## src/rtl/shift_pkg.sv

```systemverilog
// -----------------------------------------------------------------------------
// shift_pkg
// Shared types and constants for the barrel-shifter issue/capture logic.
//   - WIDTH / SEL_W : fixed geometry of the 16-lane rotate-right mux array
//   - shift_op_e    : request operation encodings (matches the 2-bit in_op bus)
//   - state_e       : issue controller FSM states
//   - eff_sel()     : maps (op, amount) to the select the array needs
// -----------------------------------------------------------------------------
package shift_pkg;

    // The mux array is a fixed 16x16:1 structure; these are not tunable.
    localparam int WIDTH = 16;
    localparam int SEL_W = 4;

    typedef enum logic [1:0] {
        OP_ROR = 2'd0,
        OP_ROL = 2'd1,
        OP_LSR = 2'd2,
        OP_LSL = 2'd3
    } shift_op_e;

    typedef enum logic [1:0] {
        IDLE   = 2'd0,
        LOAD   = 2'd1,
        SETTLE = 2'd2,
        HOLD   = 2'd3
    } state_e;

    // The array only rotates right, so left operations use the 4-bit
    // two's complement of the amount (amount 0 wraps to select 0).
    function automatic logic [SEL_W-1:0] eff_sel(input shift_op_e op,
                                                 input logic [SEL_W-1:0] amt);
        logic [SEL_W-1:0] neg;
        neg = (~amt) + SEL_W'(1);
        if (op == OP_ROL || op == OP_LSL)
            return neg;
        else
            return amt;
    endfunction

endpackage

```

## src/rtl/shift_issue_ctrl_if.sv

```systemverilog
// -----------------------------------------------------------------------------
// shift_issue_ctrl_if
// Request and result handshakes of the shift issue controller.
//   request : in_valid, in_ready, in_data[15:0], in_amt[3:0], in_op[1:0]
//   result  : out_valid, out_ready, out_data[15:0]
// Modports:
//   master - the requester/consumer side (drives requests, accepts results)
//   slave  - the controller side
// -----------------------------------------------------------------------------
interface shift_issue_ctrl_if;
    import shift_pkg::*;

    logic             in_valid;
    logic             in_ready;
    logic [WIDTH-1:0] in_data;
    logic [SEL_W-1:0] in_amt;
    logic [1:0]       in_op;

    logic             out_valid;
    logic             out_ready;
    logic [WIDTH-1:0] out_data;

    modport master (
        output in_valid, in_data, in_amt, in_op, out_ready,
        input  in_ready, out_valid, out_data
    );

    modport slave (
        input  in_valid, in_data, in_amt, in_op, out_ready,
        output in_ready, out_valid, out_data
    );

endinterface

```

## src/rtl/shift_mask_gen.sv

```systemverilog
// -----------------------------------------------------------------------------
// shift_mask_gen
// Combinational zero-fill mask applied to the rotated array output.
//   op   in  operation (rotates keep every bit)
//   amt  in  shift amount 0..15 (the raw amount, not the array select)
//   mask out AND mask: LSR clears the top amt bits, LSL the bottom amt bits
// -----------------------------------------------------------------------------
module shift_mask_gen
    import shift_pkg::*;
(
    input  shift_op_e        op,
    input  logic [SEL_W-1:0] amt,
    output logic [WIDTH-1:0] mask
);

    always_comb begin
        mask = '1;
        case (op)
            OP_LSR:  mask = {WIDTH{1'b1}} >> amt;
            OP_LSL:  mask = {WIDTH{1'b1}} << amt;
            default: mask = '1;
        endcase
    end

endmodule

```

## src/rtl/shift_issue_ctrl.sv

```systemverilog
// -----------------------------------------------------------------------------
// shift_issue_ctrl
// Issue/capture stage around the 16-lane rotate-right mux array.
// Ports:
//   clk        in  clock, rising edge
//   rst_n      in  synchronous active-low reset
//   bus        slave modport: request in_* and result out_* handshakes
//   sh_data    out operand to the array data inputs
//   sh_sel     out select to the array (rotate right by sh_sel)
//   sh_result  in  array output
// Parameter:
//   SETTLE_CYCLES  cycles the final select is held before capture (1..15)
//
// State   | meaning
// --------+-------------------------------------------------------------
// IDLE    | ready for a request (in_ready=1 once out of reset)
// LOAD    | operand applied, select driven to eff^1 to force a change
// SETTLE  | select = eff, held SETTLE_CYCLES; capture on the last cycle
// HOLD    | out_valid=1, result held until out_ready
// -----------------------------------------------------------------------------
module shift_issue_ctrl
    import shift_pkg::*;
#(
    parameter int SETTLE_CYCLES = 1
)(
    input  logic              clk,
    input  logic              rst_n,
    shift_issue_ctrl_if.slave bus,
    output logic [WIDTH-1:0]  sh_data,
    output logic [SEL_W-1:0]  sh_sel,
    input  logic [WIDTH-1:0]  sh_result
);

    localparam logic [3:0] SETTLE_LAST = 4'(SETTLE_CYCLES - 1);

    state_e           state_q, state_d;
    logic [3:0]       cnt_q;
    logic [SEL_W-1:0] amt_q;
    shift_op_e        op_q;
    logic [SEL_W-1:0] eff_q;
    logic [WIDTH-1:0] out_data_q;
    logic             out_valid_q;
    logic             in_ready_q;

    logic             load;
    logic             capture;
    shift_op_e        in_op_e;
    logic [SEL_W-1:0] eff_in;
    logic [WIDTH-1:0] mask;

    assign in_op_e = shift_op_e'(bus.in_op);
    assign eff_in  = eff_sel(in_op_e, bus.in_amt);

    shift_mask_gen u_mask (
        .op   (op_q),
        .amt  (amt_q),
        .mask (mask)
    );

    // in_ready_q is also the acceptance qualifier, so the first IDLE cycle
    // after reset release cannot accept a request.
    always_comb begin
        state_d = state_q;
        load    = 1'b0;
        capture = 1'b0;
        case (state_q)
            IDLE: begin
                if (bus.in_valid && in_ready_q) begin
                    load    = 1'b1;
                    state_d = LOAD;
                end
            end
            LOAD: begin
                state_d = SETTLE;
            end
            SETTLE: begin
                if (cnt_q == SETTLE_LAST) begin
                    capture = 1'b1;
                    state_d = HOLD;
                end
            end
            HOLD: begin
                if (bus.out_ready)
                    state_d = IDLE;
            end
            default: state_d = IDLE;
        endcase
    end

    always_ff @(posedge clk) begin
        if (!rst_n) begin
            state_q     <= IDLE;
            cnt_q       <= '0;
            amt_q       <= '0;
            op_q        <= OP_ROR;
            eff_q       <= '0;
            sh_data     <= '0;
            sh_sel      <= '0;
            out_data_q  <= '0;
            out_valid_q <= 1'b0;
            in_ready_q  <= 1'b0;
        end else begin
            state_q     <= state_d;
            in_ready_q  <= (state_d == IDLE);
            out_valid_q <= (state_d == HOLD);

            if (load) begin
                sh_data <= bus.in_data;
                amt_q   <= bus.in_amt;
                op_q    <= in_op_e;
                eff_q   <= eff_in;
                // The array only re-evaluates on a select edge; stepping
                // through eff^1 guarantees one even for a repeated amount.
                sh_sel  <= eff_in ^ SEL_W'(1);
            end

            if (state_q == LOAD) begin
                sh_sel <= eff_q;
                cnt_q  <= '0;
            end else if (state_q == SETTLE && !capture) begin
                cnt_q  <= cnt_q + 4'd1;
            end

            if (capture)
                out_data_q <= sh_result & mask;
        end
    end

    assign bus.in_ready  = in_ready_q;
    assign bus.out_valid = out_valid_q;
    assign bus.out_data  = out_data_q;

endmodule

```

## src/flat_wrapper.sv

```systemverilog
// flat-port wrapper written by rule: the top's interface ports become plain ports
module shift_issue_ctrl_flat import shift_pkg::*;
#(
    parameter int SETTLE_CYCLES = 1
)
  (clk, rst_n, sh_data, sh_sel, sh_result, bus_in_valid, bus_in_data, bus_in_amt, bus_in_op, bus_out_ready, bus_in_ready, bus_out_valid, bus_out_data);
  shift_issue_ctrl_if bus_i ();
  input  logic clk;
  input  logic rst_n;
  output logic [WIDTH-1:0] sh_data;
  output logic [SEL_W-1:0] sh_sel;
  input  logic [WIDTH-1:0] sh_result;
  input wire logic [$bits(bus_i.in_valid)-1:0] bus_in_valid;
  input wire logic [$bits(bus_i.in_data)-1:0] bus_in_data;
  input wire logic [$bits(bus_i.in_amt)-1:0] bus_in_amt;
  input wire logic [$bits(bus_i.in_op)-1:0] bus_in_op;
  input wire logic [$bits(bus_i.out_ready)-1:0] bus_out_ready;
  output wire logic [$bits(bus_i.in_ready)-1:0] bus_in_ready;
  output wire logic [$bits(bus_i.out_valid)-1:0] bus_out_valid;
  output wire logic [$bits(bus_i.out_data)-1:0] bus_out_data;
  assign bus_i.in_valid = bus_in_valid;
  assign bus_i.in_data = bus_in_data;
  assign bus_i.in_amt = bus_in_amt;
  assign bus_i.in_op = bus_in_op;
  assign bus_i.out_ready = bus_out_ready;
  assign bus_in_ready = bus_i.in_ready;
  assign bus_out_valid = bus_i.out_valid;
  assign bus_out_data = bus_i.out_data;
  shift_issue_ctrl #(.SETTLE_CYCLES(SETTLE_CYCLES)) u_core (.clk(clk), .rst_n(rst_n), .bus(bus_i), .sh_data(sh_data), .sh_sel(sh_sel), .sh_result(sh_result));
endmodule
```

## config.mk

```make
export PLATFORM = sky130hd
export DESIGN_NAME = shift_issue_ctrl_flat
export DESIGN_NICKNAME = d
export VERILOG_FILES = /design/src/rtl/shift_pkg.sv /design/src/rtl/shift_issue_ctrl_if.sv /design/src/rtl/shift_mask_gen.sv /design/src/rtl/shift_issue_ctrl.sv /design/src/flat_wrapper.sv
export SDC_FILE = /design/constraint.sdc
export NUM_CORES = 1
export LEC_CHECK = 0
export ABC_CLOCK_PERIOD_IN_PS = 4500
export CAP_MARGIN = 20
export CORE_MARGIN = 1.5
export CORE_UTILIZATION = 49
export DETAILED_ROUTE_END_ITERATION = 12
export GPL_ROUTABILITY_DRIVEN = 0
export PLACE_DENSITY = 0.91
export SKIP_LAST_GASP = 1
export SLEW_MARGIN = 40
export SYNTH_ARGS = -nofsm -noshare
export SYNTH_HDL_FRONTEND = slang
export SYNTH_SLANG_ARGS = --single-unit
```

## constraint.sdc

```tcl
create_clock -name clk -period 4.5 [get_ports clk]
set_input_delay 0.9 -clock clk [delete_from_list [all_inputs] [get_ports clk]]
set_output_delay 0.9 -clock clk [all_outputs]
set_load 0.005 [all_outputs]
```

==> impl_metrics.toml <==
[outcome]
status = "complete, no violations"

[timing]
final.setup.worst_slack_ns = 2.19
final-setup-viol-count = 0
fin_setup_tns_ns = 0
clock_skew_ns = 0.0126
fin_crit_sh_pct = 51.4
worst_pin_slew_ns = 0.685
fmax_ghz = 0.432
rsz0062_at_grt = "no"
slew_violations = 0
min_period_ns = 2.31
hold_violations = 0
slew_headroom_pct = 54.1

[finish]
antennaDiodeCount = 0
instances_no_fill = 418
design_area_mm2 = 0.00325
areaGrowthSynthToFinish_pct = 38.8
multi_input_comb_area_mm2 = 0.00119
register_area_mm2 = 0.00106
n_fill_cell = 368
drive_gt1_share_pct = 4.92
fin_nets = 410

[placement]
post-place-cells = 410
placed_area_mm2 = 0.00314
place_worst_setup_slack_ns = 1.87
port_buffers = 79
dp_hpwl_um = 3870

[critical_path]
worstPathCellList = "clkdlybuf4s50_1 -> clkinv_1 -> buf_4 -> a31oi_1"
rr_worst_depth = 6
worst-setup-path-type = "primary input to register"
startpoint_type = "primary input"
critPathMaxFanout = 36
critPathTopFamily = "buffers and inverters"
critPathArrivalTime_ns = 2.54
worst-path-buf-inv = 3
rr_endpoint = "u_core.bus.out_data[2]$_SDFFE_PN0P_"
timing.critical_path.slowest_stage_cell = "clkdlybuf4s50_1"
crit_cells = 4
worst-r2r-setup-slack_ns = 2.35
critPathMaxStageDelay_ns = 0.73
endpoint_kind = "register"
rr_startpoint = "u_core.cnt_q[0]$_SDFFE_PP0P_"
cp.required_ns = 4.73

[power_and_ir_drop]
vdd_drop_max_v = 0.000276
leakagePower_nw = 1.11
powerDensity_mw_per_mm2 = 314

[logic_synthesis]
ys_types = 46
synth_nets = 343
netlist_instances = 298
syn_area_mm2 = 0.00234
synth.ff_latch_count = 53
async_reset_ff_share_pct = 0
yosysWarnings = 0
yosysSeqAreaShare_pct = 45.3
synth_edf_count = 0
synth-main-ff-cell = "dfxtp_1"
syn_avg_cell_area_um2 = 7.85

[cts]
clockBufferDepth = 2
clk_latency_ns = 0.31
htreeDepth = 2
clk_pin_slew_worst_paths_ns = 0.09
cts_tree = "built"
cts_root_buffer = "clkbuf_8"
cts_hold_buf = 0
cts_buffers = 5
clock_sinks = 53
cts_setup_buffers = 0
ctsResizeCount = 0

[floorplanning]
fp.dieW_um = 72.1
rows = 24
die-area_mm2 = 0.00520
ios = 80
core-area_mm2 = 0.00447
die_h_um = 72.1
initial_core_util_pct = 52.3

[detailed_routing]
firstDrtPassIters = 4
ant_nets = 0
drtIter0Drc = 268
wl_um = 5520
wl_per_cell_um = 13.2
drcViolationCount = 0
viasPerCell = 5.49
vias = 2293

[flow_run]
cap_violations = 0

[global_route]
overflow = 0
grt_max_degree = 37
grt_pass1_wl_um = 9160
antenna_found_initial = 0
grt_usage_pct = 21.8
grt_pass1_vias = 2070

[hold_path]
whs_endpoint = "u_core.bus.out_data[3]$_SDFFE_PN0P_"
hp-start = "u_core.bus.out_data[3]$_SDFFE_PN0P_"
hp-class = "register to register"
whs_path_depth = 2
[flip-flops by register name, indices dropped and copies added, names as in the netlist]
| register | cells |
|---|---|
| u_core.eff_q | 3 |
| u_core.bus.out_data | 16 |
| u_core.cnt_q | 4 |
| u_core.sh_data | 16 |
| u_core.amt_q | 4 |
| u_core.sh_sel | 4 |
| u_core.bus.in_ready | 1 |
| u_core.op_q | 2 |
| u_core.bus.out_valid | 1 |
| u_core.state_q | 2 |
[metrics by stage]
step                      hold WS, ns  power [mW]  utilization, %
final                           0.458        1.02            72.6
after global routing            0.474        1.07            72.6
after CTS                       0.459        1.03            72.6
after detailed placement        0.447       0.731            70.2
after global placement          0.443       0.725            70.1
after floorplan                 0.437       0.627               -
[worst max path at each step]
stage / start / to
6_report: rst_n / u_core.sh_sel[1]$_SDFFE_PN0P_
5_1_grt: rst_n / u_core.sh_sel[1]$_SDFFE_PN0P_
4_1_cts: rst_n / u_core.sh_sel[1]$_SDFFE_PN0P_
3_5_place_dp: rst_n / u_core.sh_sel[1]$_SDFFE_PN0P_
3_3_place_gp: bus_in_valid / u_core.bus.in_ready$_SDFF_PN0_
2_1_floorplan: bus_in_valid / u_core.op_q[0]$_SDFFE_PN0P_
[cells by family after synthesis]
group	count (synthesis)	synth area share, %
adder cells (fa/ha/maj)	3	1.60
flip-flops	53	45.3
buffers and inverters	27	4.76
AO/OA/AOI/OAI	83	21.0
multiplexers	4	1.71
XOR/XNOR	2	0.749
AND/OR/NAND/NOR	126	24.8
[Yosys cell counts (all sizes together) (4+ instances only)]
library cell	number	area (um2)
dfxtp	53	1060
nor2	12	45.0
and2	4	25.0
clkbuf	17	63.8
a21oi	42	214
o21ai	17	85.1
o21a	4	30.0
buf	4	25.0
nand2	72	270
inv	5	18.8
mux2i	4	40.0
nand3	13	65.1
[cells in the final DEF, fill, tap and decap left out, types with 2 or more instances in the layout]
master / Yosys / layout
nor2b_1: 3 / 3
nor4_1: 2 / 2
and3_1: 3 / 3
a211o_1: 2 / 2
inv_1: 5 / 5
nor3b_1: 2 / 2
xnor2_1: 2 / 2
clkdlybuf4s50_1: 0 / 79
and2_1: 4 / 4
nor2_1: 12 / 12
ha_1: 3 / 3
o2111ai_1: 2 / 2
o21a_1: 4 / 4
nand2_1: 72 / 72
clkbuf_8: 0 / 7
o21ai_0: 17 / 17
a21oi_1: 41 / 41
nand3_1: 13 / 12
mux2i_1: 4 / 4
a22oi_1: 3 / 3
o211ai_1: 3 / 3
or3_1: 2 / 2
a31o_2: 2 / 2
nand2b_1: 3 / 3
dfxtp_1: 53 / 53
buf_4: 0 / 2
nor3_1: 2 / 2
[where the power goes]
part           internal, mW  leakage (nW)  switching, mW
registers             0.499         0.431         0.0325
logic                 0.107         0.625         0.0819
clock network         0.142        0.0549          0.158
total                 0.748          1.11          0.272
[final cells by class]
cell class                 count  share of cell area, %
clock buffer                   7                   2.97
sequential                    53                   32.7
inverter                       6                  0.694
tap                           52                   2.00
timing repair buffer          81                   24.8
clock inverter                 1                  0.270
multi-input combinational    218                   36.6
[worst register-to-register path, stage by stage (launching register included)]
cell and delay, ns:
dfxtp_1 0.37, inv_1 0.07, ha_1 0.15, or3b_4 0.41, or3_1 0.58, a311o_1 0.38, a21oi_2 0.12
[per-layer routing]
layer | track usage, % | up-vias | share of wire, % | wire length (um)
met5 | 0 | - | 0 | 0
met4 | 6.29 | 0 | 1.3 | 69
met3 | 5.42 | 8 | 7.2 | 399
met2 | 35.6 | 99 | 48 | 2640
met1 | 28.6 | 1025 | 44 | 2410
li1 | - | 1161 | - | -
(Power assumes the default switching activity.)
